$ cat src/rtl/fifo_pkg.sv
// Shared async-FIFO definitions: default geometry and Gray/binary pointer conversion.
package fifo_pkg;

    localparam int unsigned PTR_WIDTH_DEF  = 3;
    localparam int unsigned DEPTH_DEF      = 8;
    localparam int unsigned DATA_WIDTH_DEF = 8;

    // Conversion functions work on a wide container; callers cast to pointer width.
    localparam int unsigned PTR_MAX_W = 16;

    function automatic logic [PTR_MAX_W-1:0] bin2gray(input logic [PTR_MAX_W-1:0] b);
        return b ^ (b >> 1);
    endfunction

    function automatic logic [PTR_MAX_W-1:0] gray2bin(input logic [PTR_MAX_W-1:0] g);
        logic [PTR_MAX_W-1:0] b;
        b[PTR_MAX_W-1] = g[PTR_MAX_W-1];
        for (int i = PTR_MAX_W - 2; i >= 0; i--) begin
            b[i] = b[i+1] ^ g[i];
        end
        return b;
    endfunction

endpackage

$ cat src/rtl/sync_2ff.sv
// Two-flop synchroniser for multi-bit Gray-coded pointers crossing clock domains.
module sync_2ff #(
    parameter int unsigned WIDTH = 4
) (
    input  logic             clk,
    input  logic             rst_n,
    input  logic [WIDTH-1:0] d,
    output logic [WIDTH-1:0] q
);

    logic [WIDTH-1:0] q1;

    always_ff @(posedge clk or negedge rst_n) begin
        if (!rst_n) begin
            q1 <= '0;
            q  <= '0;
        end else begin
            q1 <= d;
            q  <= q1;
        end
    end

endmodule

$ cat src/rtl/fifo_rd_stream.sv
// Async FIFO read-domain controller: pointer sync, read pointers, empty/level flags
// and a one-word prefetch register presented as a valid/ready stream.
module fifo_rd_stream
    import fifo_pkg::*;
#(
    parameter int unsigned DEPTH      = DEPTH_DEF,
    parameter int unsigned DATA_WIDTH = DATA_WIDTH_DEF,
    parameter int unsigned PTR_WIDTH  = PTR_WIDTH_DEF
) (
    input  logic                  rclk,
    input  logic                  rrst_n,
    input  logic [PTR_WIDTH:0]    g_wptr,
    input  logic [DATA_WIDTH-1:0] mem_rdata,
    output logic [PTR_WIDTH:0]    b_rptr,
    output logic [PTR_WIDTH:0]    g_rptr,
    output logic                  r_en,
    output logic                  empty,
    output logic [PTR_WIDTH:0]    rd_level,
    output logic                  m_valid,
    input  logic                  m_ready,
    output logic [DATA_WIDTH-1:0] m_data
);

    localparam int unsigned PW = PTR_WIDTH + 1;

    if (DEPTH != (32'd1 << PTR_WIDTH)) begin : g_depth_check
        $error("fifo_rd_stream: DEPTH must equal 2**PTR_WIDTH");
    end

    logic [PW-1:0] wq2;
    logic [PW-1:0] wbin;
    logic [PW-1:0] b_rptr_next;
    logic [PW-1:0] g_rptr_next;
    logic          pop;

    sync_2ff #(.WIDTH(PW)) u_wptr_sync (
        .clk   (rclk),
        .rst_n (rrst_n),
        .d     (g_wptr),
        .q     (wq2)
    );

    // Pop whenever memory has a word and the output register is free or draining.
    always_comb begin
        pop         = !empty && (!m_valid || m_ready);
        b_rptr_next = b_rptr + PW'(pop);
        g_rptr_next = PW'(bin2gray(PTR_MAX_W'(b_rptr_next)));
        wbin        = PW'(gray2bin(PTR_MAX_W'(wq2)));
    end

    assign r_en = pop;

    always_ff @(posedge rclk or negedge rrst_n) begin
        if (!rrst_n) begin
            b_rptr   <= '0;
            g_rptr   <= '0;
            empty    <= 1'b1;
            rd_level <= '0;
            m_valid  <= 1'b0;
            m_data   <= '0;
        end else begin
            b_rptr   <= b_rptr_next;
            g_rptr   <= g_rptr_next;
            // Looking ahead at the next pointer raises empty on the edge of the last pop.
            empty    <= (g_rptr_next == wq2);
            rd_level <= wbin - b_rptr_next;
            if (pop) begin
                m_data  <= mem_rdata;
                m_valid <= 1'b1;
            end else if (m_valid && m_ready) begin
                m_valid <= 1'b0;
            end
        end
    end

endmodule

$ cat config.mk
export PLATFORM = sky130hd
export DESIGN_NAME = fifo_rd_stream
export DESIGN_NICKNAME = d
export VERILOG_FILES = /design/src/rtl/fifo_pkg.sv /design/src/rtl/sync_2ff.sv /design/src/rtl/fifo_rd_stream.sv
export SDC_FILE = /design/constraint.sdc
export NUM_CORES = 1
export LEC_CHECK = 0
export CAP_MARGIN = 20
export CORE_MARGIN = 5
export CORE_UTILIZATION = 40
export CTS_CLUSTER_SIZE = 25
export DETAILED_ROUTE_END_ITERATION = 10
export PLACE_DENSITY = 0.74
export SKIP_LAST_GASP = 1
export SYNTH_ARGS = -nofsm -noshare
export SYNTH_HDL_FRONTEND = slang
export SYNTH_SLANG_ARGS = --single-unit
export TNS_END_PERCENT = 1
$ cat constraint.sdc
create_clock -name rclk -period 3.1 [get_ports rclk]
set_clock_uncertainty 0.15 [all_clocks]
set_input_delay 0.31 -clock rclk [delete_from_list [all_inputs] [get_ports rclk]]
set_output_delay 0.31 -clock rclk [all_outputs]
set_load 0.05 [all_outputs]
### After elaboration in Yosys (flattened, before gate mapping)

Cells that the tools add are included.

* input port bits: 15
* register bits after elaboration: 30
* output and inout port bits: 23

* bitwise logic cells: 4
* equal/unequal tests: 1
* muxes and demuxes: 2
* reductions and logical operators: 6
* add/sub/neg operators: 2

Operator list (count)
* adder 4 x 1 -> 4 bit: 1
* equality test 4 bit: 1
* subtractor 4 bit: 1
* bitwise XOR 4 x 3 -> 4 bit: 1
* bitwise XOR 1 bit: 3
* logical AND 1 bit: 2
* zero test 1 bit: 2
* two-way mux 1 bit: 2
* nonzero test 2 bit: 1
* logical OR 1 bit: 1

### Logic depth before layout (Yosys ltp)

* word-level depth: 6
* mapped depth: 10

### By module

Synthesis repeated with hierarchy kept, for this count alone.

* cells, all modules: 83
* area, all modules: 1184.9 um^2

By module, submodules not included
* fifo_rd_stream: area each 984.7 um^2, cells each 75, instances 1, sequential area each 526.8 um^2
* sync_2ff: area each 200.2 um^2, cells each 8, instances 1, sequential area each 200.2 um^2

### Worst setup path before layout

OpenSTA, ideal clock, no wires.

* path kind: register -> register
* start: register m_valid
* end: register rd_level[2]
* path slack: 167 ps
* required time: 2817 ps
* arrival time: 2651 ps
* stages on the path, launching flop included: 9
* clock period less this slack: 2933 ps
* cells stage by stage: dfrtp_1 a21oi_2 ha_1 ha_1 buf_6 xor2_1 ha_1 mux2i_1 xnor2_1

* word-level cells in the longest chain between the ends: 5

RTL lines
* from (decl): RTL line fifo_rd_stream.sv:19 `output logic m_valid,`
* from (signal assigned): RTL line fifo_rd_stream.sv:59 `m_valid <= 1'b0;`
* from (signal assigned): RTL line fifo_rd_stream.sv:69 `m_valid <= 1'b1;`
* from (signal assigned): RTL line fifo_rd_stream.sv:71 `m_valid <= 1'b0;`
* zero test 1 bit: RTL line fifo_rd_stream.sv:45 `pop = !empty && (!m_valid || m_ready);`
* logical OR 1 bit: RTL line fifo_rd_stream.sv:45
* logical AND 1 bit: RTL line fifo_rd_stream.sv:45
* named net r_en: RTL line fifo_rd_stream.sv:16 `output logic r_en,`
* adder 4 x 1 -> 4 bit: RTL line fifo_rd_stream.sv:46 `b_rptr_next = b_rptr + PW'(pop);`
* subtractor 4 bit: RTL line fifo_rd_stream.sv:66 `rd_level <= wbin - b_rptr_next;`
* to (signal assigned): RTL line fifo_rd_stream.sv:66
* to (decl): RTL line fifo_rd_stream.sv:18 `output logic [PTR_WIDTH:0] rd_level,`

The timed path passes the listed nets, and every way through them passes these cells.
A chain may end at the register's enable or synchronous reset.

### Worst setup path after layout

* start: input port m_ready
* end: output port r_en

* word-level cells in the longest chain between the ends: 2

RTL lines
* from (decl): RTL line fifo_rd_stream.sv:20 `input logic m_ready,`
* logical OR 1 bit: RTL line fifo_rd_stream.sv:45
* logical AND 1 bit: RTL line fifo_rd_stream.sv:45
* to (decl): RTL line fifo_rd_stream.sv:16

Every way passes these cells.

==> flow_metrics.tcl <==
set metrics [dict create \
    run_status "finished clean" \
    worst-slew-pin-transition_ns 0.529 \
    clock_tree.root_cell "sky130_fd_sc_hd__clkbuf_4" \
    antenna_found_initial 0 \
    setup.worst_path.end_class "primary output" \
    switchingPower_uw 853 \
    insertedDiodeCount 0 \
    worstPathArrival_ns 1.99 \
    synth-edff-count 0 \
    comb_power_share_pct 57.2 \
    cts-buffers-inserted 5 \
    cp_launch_point "m_ready" \
    h_tree_levels 2 \
    rsz0062_at_grt "false" \
    post_synth_and_or_nand_nor_area_fraction_pct 3.99 \
    crit_path_top_delay_cell "sky130_fd_sc_hd__clkdlybuf4s50_1" \
    post_drt_via_cell_ratio 4.91 \
    boundaryPins 38 \
    critical_path.cell_chain "clkdlybuf4s50_1 -> inv_1 -> a21oi_2 -> buf_4 -> clkdlybuf4s50_1" \
    synth_top_cells_by_area "sky130_fd_sc_hd__dfrtp_1 59%, sky130_fd_sc_hd__mux2_2 7.6%, sky130_fd_sc_hd__xor2_1 6.6%, sky130_fd_sc_hd__ha_1 5.3%, sky130_fd_sc_hd__xnor2_1 5.1%" \
    synthTopCellsByCount "28 x sky130_fd_sc_hd__dfrtp_1, 9 x sky130_fd_sc_hd__xor2_1, 8 x sky130_fd_sc_hd__mux2_2, 7 x sky130_fd_sc_hd__xnor2_1" \
    crit_family "buffers and inverters" \
    setup_slack_on_the_worst_flop_to_flop_path_ns 0.80 \
    fin_tns_setup_ns 0 \
    critPathKind "primary input to primary output" \
    yosys.area_share.adder_pct 5.25 \
    place_hpwl_um 1600 \
    synth_xor_area_share_pct 13.1 \
    fin_nets 148 \
    maxSlewViolCount 0 \
    post_cts_hold_buffer_count 0 \
    worstSetupPathDepth 5 \
    drt_pre_antenna_iters 2 \
    clkLatencyLatePin_ns 0.32 \
    finalCriticalPeriod_ns 2.45 \
    timing.rr.end "rd_level[3]" \
    synthesis_to_finish_area_growth_pct 39.5 \
    die_h_um 64.6 \
    timing.max_slew.rel_slack_pct 64.6 \
    die-area_mm2 0.00417 \
    crit_path_end "r_en" \
    row_count 19 \
    vias_in_the_first_global_route 806 \
    clock_tree_from_tritoncts "yes" \
    pin_count_of_the_biggest_net_entering_global_routing 30 \
    final_layout_size_suffix_gt1_share_pct 16.3 \
    post_cts_resize_count 0 \
    drv.max_cap_violation_count 0 \
    cts.repair_timing.setup_buffer_count 0 \
    final_core_utilization_pct 59.2 \
    pwr-share-clk_pct 13.5 \
    combinational_family_with_the_most_area_after_synthesis "XOR/XNOR gates" \
    port_buffers 37 \
    fmax_mhz 408 \
    drc 0 \
    most_numerous_cell_in_the_yosys_netlist "sky130_fd_sc_hd__dfrtp_1" \
    floorplan.core_area_mm2 0.00281 \
    gr-usage-all-layers_pct 11.5 \
    cp.required_ns 2.64 \
    dr_total_vias 786 \
    place.gp.congestion 0.701 \
    crit_buf_inv 4 \
    ys_ff_latch 29 \
    multiplexer_share_of_the_synthesized_area_pct 9.24 \
    drtAntennaViolNets 0 \
    ys_async_sr_fraction_pct 100 \
    final.period_utilization_pct 79.0 \
    grt.overflow.total 0 \
    setup_viol 0 \
    hp-class "primary input to async pin" \
    critPathMostFrequentCell "sky130_fd_sc_hd__clkdlybuf4s50_1" \
    die_width_um 64.6 \
    first_pass_grt_wire_length_um 3550 \
    yosys_warnings 0 \
    netlist_area_mm2 0.00119 \
    critical_path_peak_fanout 10 \
    worst_setup_hold_path_clk_slew_ns 0.09 \
    start_util_pct 42.5 \
    synth.largest_area_cell "sky130_fd_sc_hd__dfrtp_1" \
    drt_first_iter_violations 23 \
    vdd_ir_drop_max_v 0.000485 \
    power.switching_fraction_pct 45.3 \
    reg2reg_from "u_wptr_sync.q[3]" \
    numClockSinks 29 \
    drt-total-wl_um 2150 \
    power.static_leakage_uw 0.000729 \
    synth.yosys.seq_area_share_pct 61.0 \
    internal_power_uw 1030 \
    postSynthNetCount 105 \
    yosysTopAreaCellShare_pct 58.8 \
    rr_worst_depth 9 \
    detail_route.wl_per_cell_um 13.4 \
    cp-start-kind "primary input" \
    report.final.hold_viol_count 0 \
    ctsLongestPathBuffers 2 \
    synth-compound-area-share_pct 3.78 \
    ys_dominant_reg_cell "sky130_fd_sc_hd__dfrtp_1" \
    cp_slowest_stage_delay_ns 0.82 \
    syn_avg_cell_area_um2 14.0 \
    synthesis.instances 85 \
    seq_power_share_pct 29.4 \
    yosysUniqueCellTypes 24 \
    power-per-cell-area_mw_per_mm2 1130 \
]
sequential cells by signal, summed over array words and instances (netlist names):
signal and cells:
u_wptr_sync.q 4, g_rptr 3, m_data 8, b_rptr 4, m_valid 1, empty 1, rd_level 4, u_wptr_sync.q1 4
cell type report:
class / instances / area, um2
tap: 31 / 38.8
sequential: 29 / 727
clock buffer: 7 / 65.1
fill: 246 / 1140
clock inverter: 1 / 5.00
multi-input combinational: 48 / 422
timing repair buffer: 39 / 385
inverter: 5 / 18.8
logic make-up (layout without fill, tap and decap cells):
group / after synthesis / in the layout
DFF: 29 / 29
buffers and inverters: 8 / 52
AOI/OAI and AO/OA: 7 / 7
adders and majority gates: 5 / 5
xor gates and xnor gates: 17 / 17
and+or+nand+nor: 9 / 9
muxes: 10 / 10
metrics by stage:
stage	instance area, um2	hold slack (ns)	std cells	total power, uW	setup WS, ns
CTS	1660	0.202	160	1910	0.636
floorplan	1190	-0.136	85	1350	0.167
global placement	1590	0.181	152	1630	0.646
finish	1660	0.204	160	1880	0.650
global route	1660	0.223	160	1990	0.583
detailed placement	1590	0.190	152	1650	0.620
how the worst min path moves through the flow:
stage	startpoint	end
after global placement	u_wptr_sync.q1[0]	u_wptr_sync.q[0]
after floorplan	rrst_n	b_rptr[0]
after detailed placement	u_wptr_sync.q1[2]	u_wptr_sync.q[2]
final	rrst_n	b_rptr[0]
after global routing	rrst_n	m_data[1]
after CTS	rrst_n	b_rptr[0]
layer usage:
metal	up-vias	routed length, um	track usage [%]	share of wire, %
li1	361	-	-	-
met1	389	840	12.2	39
met2	28	1110	19.2	52
met3	8	145	5.18	6.8
met4	0	51	6.33	2.4
met5	-	0	0	0
power by group through the flow:
stage / clock network, uW / registers, uW / logic [uW]
after floorplan: 0 / 899 / 453
after global placement: 0 / 558 / 1070
after detailed placement: 0 / 562 / 1080
after CTS: 266 / 556 / 1090
after global routing: 281 / 567 / 1150
final: 253 / 553 / 1080
cells in the final DEF (no fill, tap or decap), types with 2 or more instances in the layout:
cell / netlist / layout
sky130_fd_sc_hd__buf_4: 1 / 2
sky130_fd_sc_hd__clkbuf_4: 0 / 5
sky130_fd_sc_hd__clkbuf_8: 0 / 2
sky130_fd_sc_hd__clkdlybuf4s50_1: 0 / 37
sky130_fd_sc_hd__dfrtp_1: 28 / 28
sky130_fd_sc_hd__ha_1: 5 / 5
sky130_fd_sc_hd__inv_1: 5 / 5
sky130_fd_sc_hd__mux2_2: 8 / 8
sky130_fd_sc_hd__mux2i_1: 2 / 2
sky130_fd_sc_hd__nand2b_1: 2 / 2
sky130_fd_sc_hd__nand3_1: 2 / 2
sky130_fd_sc_hd__nor2_1: 2 / 2
sky130_fd_sc_hd__o21ai_1: 2 / 2
sky130_fd_sc_hd__xnor2_1: 7 / 7
sky130_fd_sc_hd__xor2_1: 9 / 9
Note: power is estimated with default switching activity, not from simulation.
